**config.mk**
```make
export PLATFORM = sky130hd
export DESIGN_NAME = tt_scan
export DESIGN_NICKNAME = d
export VERILOG_FILES = /design/src/rtl/tt_scan.sv
export SDC_FILE = /design/constraint.sdc
export NUM_CORES = 1
export LEC_CHECK = 0
export BUFFER_PORTS_ARGS = -buffer_cell sky130_fd_sc_hd__buf_2
export CAP_MARGIN = 30
export CORE_MARGIN = 1.5
export CORE_UTILIZATION = 35
export DETAILED_ROUTE_END_ITERATION = 7
export PLACE_DENSITY_LB_ADDON = 0.3
export SLEW_MARGIN = 30
export SYNTH_ARGS = -nofsm -noshare
export SYNTH_HDL_FRONTEND = slang
export SYNTH_SLANG_ARGS = --single-unit
```
**constraint.sdc**
```tcl
create_clock -name clk -period 2.9 [get_ports clk]
set_input_delay 0.58 -clock clk [delete_from_list [all_inputs] [get_ports clk]]
set_output_delay 0.58 -clock clk [all_outputs]
set_load 0.01 [all_outputs]
```
**src/rtl/tt_scan.sv**
```systemverilog
// Truth-table scanner: steps {a,b,c} through 0..7, holds each for DWELL cycles,
// captures y into table_out and compares it against a latched golden pattern.
module tt_scan #(
    parameter int unsigned DWELL = 2
) (
    input  logic       clk,
    input  logic       rst_n,
    input  logic       start,
    input  logic [7:0] expected,
    input  logic       y,
    output logic       a,
    output logic       b,
    output logic       c,
    output logic       busy,
    output logic       done,
    output logic [7:0] table_out,
    output logic       pass
);

    typedef enum logic [1:0] {StIdle, StRun, StDone} state_e;

    localparam logic [7:0] DwellLast = 8'(DWELL - 1);

    state_e     state_q, state_d;
    logic [2:0] idx_q, idx_d;
    logic [7:0] dwell_q, dwell_d;
    logic [7:0] table_q, table_d;
    logic [7:0] exp_q, exp_d;
    logic       pass_q, pass_d;

    always_comb begin
        state_d = state_q;
        idx_d   = idx_q;
        dwell_d = dwell_q;
        table_d = table_q;
        exp_d   = exp_q;
        pass_d  = pass_q;
        case (state_q)
            StIdle, StDone: begin
                if (start) begin
                    state_d = StRun;
                    idx_d   = 3'd0;
                    dwell_d = 8'd0;
                    table_d = 8'h00;
                    exp_d   = expected;
                    pass_d  = 1'b0;
                end
            end
            StRun: begin
                if (dwell_q != DwellLast) begin
                    dwell_d = dwell_q + 8'd1;
                end else begin
                    dwell_d        = 8'd0;
                    table_d[idx_q] = y;
                    if (idx_q == 3'd7) begin
                        // Compare against the table including the bit captured this edge
                        state_d = StDone;
                        pass_d  = (table_d == exp_q);
                    end else begin
                        idx_d = idx_q + 3'd1;
                    end
                end
            end
            default: state_d = StIdle;
        endcase
    end

    always_ff @(posedge clk) begin
        if (!rst_n) begin
            state_q <= StIdle;
            idx_q   <= 3'd0;
            dwell_q <= 8'd0;
            table_q <= 8'h00;
            exp_q   <= 8'h00;
            pass_q  <= 1'b0;
        end else begin
            state_q <= state_d;
            idx_q   <= idx_d;
            dwell_q <= dwell_d;
            table_q <= table_d;
            exp_q   <= exp_d;
            pass_q  <= pass_d;
        end
    end

    assign {a, b, c}  = (state_q == StRun) ? idx_q : 3'b000;
    assign busy       = (state_q == StRun);
    assign done       = (state_q == StDone);
    assign table_out  = table_q;
    assign pass       = pass_q;

endmodule

```
==> run_results.csv <==
group,metric,value,unit
power,p_per_area,447,nW/um2
place,dp.cells,294,
sta,min_period,1.93,ns
synthesis,synth_edf_count,0,
clock_network,cts_tree,"yes",
worst_setup_path,cp.arrival,1.35,ns
clock_network,insertion_delay,0.29,ns
synthesis,synthesis.nets,229,
synthesis,syn_area,1800,um2
cells_and_area,instances_no_fill,302,
synthesis,synthTopCellsByArea,"dfxtp_1 33%, a21boi_0 8.8%, nand2_1 5.6%",
worst_setup_path,crit_required,2.32,ns
route,drt_iter0_drc,95,
worst_setup_path,crit_chain,"and2b_1 > and2_1 > buf_2",
synthesis,synth-adder-area-share,2.78,%
synthesis,synth-seq-cells,30,
status,status,"finished clean",
worst_setup_path,cp.depth,3,
synthesis,ys_warn_count,0,
route,drc_errors,0,
worst_setup_path,critPathBufInv,1,
cells_and_area,layout_commonest_cell,"dfxtp_1",
synthesis,synthFlopType,"dfxtp_1",
cells_and_area,layout-drive-gt1-share,20.4,%
synthesis,synth_cell_types,48,
cells_and_area,final_cell_mix,"30 x dfxtp_1, 27 x nand2_1, 25 x buf_2",
cells_and_area,layout.core_utilization,42.1,%
worst_setup_path,path_max_fanout,12,
clock_network,cts_resized,0,
synthesis,synth_area_per_cell,8.44,um2
clock_network,cts_buffers,5,
route,wl,3.94,mm
route,wl_per_cell,13.1,um
worst_setup_path,rr_worst_depth,5,
route,vias,1511,
power,leakage,0.784,nW
synthesis,synthArstFlopShare,0,%
grt,track_usage,15.8,%
clock_network,cts-root-to-sink-buffers,2,
synthesis,muxShareOfSynthArea,3.48,%
power,vdd_drop_max,0.251,mV
sta,rsz0062_at_grt,"no",
clock_network,cts_setup_buffers,0,
worst_hold_path,hp-class,"flip-flop to flip-flop",
route,viasPerCell,5.00,
clock_network,path_clk_slew,0.07,ns
grt,grt_pass1_wl,6.62,mm
sta,skew,0.00924,ns
clock_network,holdBufCountCts,0,
worst_hold_path,hold_depth,2,
cells_and_area,fin_nets,250,
worst_setup_path,start_kind,"flip-flop",
route,ant_nets,0,
grt,grt_max_degree,31,
floorplan,die_y,74.7,um
grt,grt_antenna_before_repair,0,
worst_setup_path,critical_path.top_delay_family,"simple AND/OR/NAND/NOR gates",
synthesis,synth_top_area_share,33.4,%
worst_setup_path,cp_slowest_cell,"dfxtp_1",
floorplan,rows,25,
sta,min_period_over_period,66.4,%
worst_setup_path,endpoint_kind,"primary output",
synthesis,synthCells,213,
synthesis,synth_area_leader_cell,"dfxtp_1",
sta,fmax,519,MHz
clock_network,ctsRootBufferMaster,"clkbuf_8",
sta,setup_viol,0,
place,hpwl,2.81,mm
grt,grt_overflow_total,0,
synthesis,yosysSeqAreaShare,33.4,%
floorplan,die_area,5580,um2
sta,hold_violations,0,
worst_setup_path,critical_path_class,"flip-flop to primary output",
floorplan,coreArea,4850,um2
synthesis,synthSimpleGateAreaFrac,30.8,%
synthesis,synthXorXnorAreaFrac,2.44,%
route,dr.pass1.iters,5,
place,port_buffers,25,
sta,slew_violations,0,
clock_network,cts.sinks,30,
place,place_congestion,0.794,
floorplan,die-width,74.7,um
worst_setup_path,critPathMaxStageDelay,0.37,ns
sta,tns,0,ns
grt,first_global_vias,1356,
floorplan,io_pins,26,
sta,worst_slew_pin_slew,0.701,ns
synthesis,synth_top_family_by_area,"simple AND/OR/NAND/NOR gates",
cells_and_area,area_delta_synth_final,13.6,%
clock_network,cts-htree-levels,2,
cells_and_area,diodes,0,
sta,maxSlewHeadroom,53.2,%
sta,hold_ws,0.486,ns
run,maxCapViolations,0,
synthesis,synth_compound_area_share,22.2,%
floorplan,initial_core_util,37.1,%
worst paths after layout:
kind / start / slack (ns) / endpoint
setup reg to reg: idx_q[2] / 0.99 / pass
setup / recovery: state_q[0] / 0.97 / c
hold / removal: exp_q[3] / 0.49 / exp_q[3]
hold reg to reg: exp_q[3] / 0.49 / exp_q[3]
cell usage after synthesis, drive strengths merged (6+ instances only):
cell type and instances:
a21oi 9, nor2b 11, nand2 27, inv 6, dfxtp 30, o21ai 15
nor3b 9, a21boi 21, clkbuf 6, buf 6, nor2 12
power by group:
part	internal (mW)	total, mW	switching [mW]
combinational	0.0454	0.113	0.0673
sequential	0.423	0.438	0.0144
clock	0.191	0.364	0.173
total	0.660	0.914	0.255
per-stage QoR:
step                      area (um2)  setup WS, ns  power (mW)
after floorplan                 1800          1.23       0.531
after global placement          1950         0.884       0.561
after detailed placement        1950         0.881       0.560
after CTS                       2040         0.967       0.923
after global routing            2040         0.820       0.954
final                           2040         0.973       0.914
layout make-up:
class,count,area (um2)
sequential,30,601
clock buffer,6,82.6
timing repair buffer,26,133
tap,67,83.8
clock inverter,2,12.5
inverter,6,22.5
fill,495,2810
multi-input combinational,165,1110
per-layer routing:
layer / vias to the layer above / GRT usage (%) / part of all wire, %
li1: 791 / - / -
met1: 684 / 23.0 / 53
met2: 30 / 22.2 / 42
met3: 6 / 4.28 / 4.3
met4: 0 / 5.45 / 1.2
met5: - / 0 / 0
sequential cells by signal (all words and copies together) (netlist names):
register	flops
dwell_q	8
exp_q	8
idx_q	3
pass	1
state_q	2
table_out	8
cells by family (layout without fill, tap and decap cells):
family                     after synthesis  after routing
adders and majority gates                4              4
AOI/OAI and AO/OA                       58             58
buffers and inverters                   18             40
and+or+nand+nor                         92             92
xor gates and xnor gates                 5              5
muxes                                    6              6
DFF                                     30             30
tightest hold or removal path: cells and delay by family (launching register included):
| family | cells | cell delay (ns) |
|---|---|---|
| AO/OA/AOI/OAI | 1 | 0.06 |
| flip-flops | 1 | 0.32 |
| AND/OR/NAND/NOR | 1 | 0.05 |
Power figures use the tool's default switching activity.
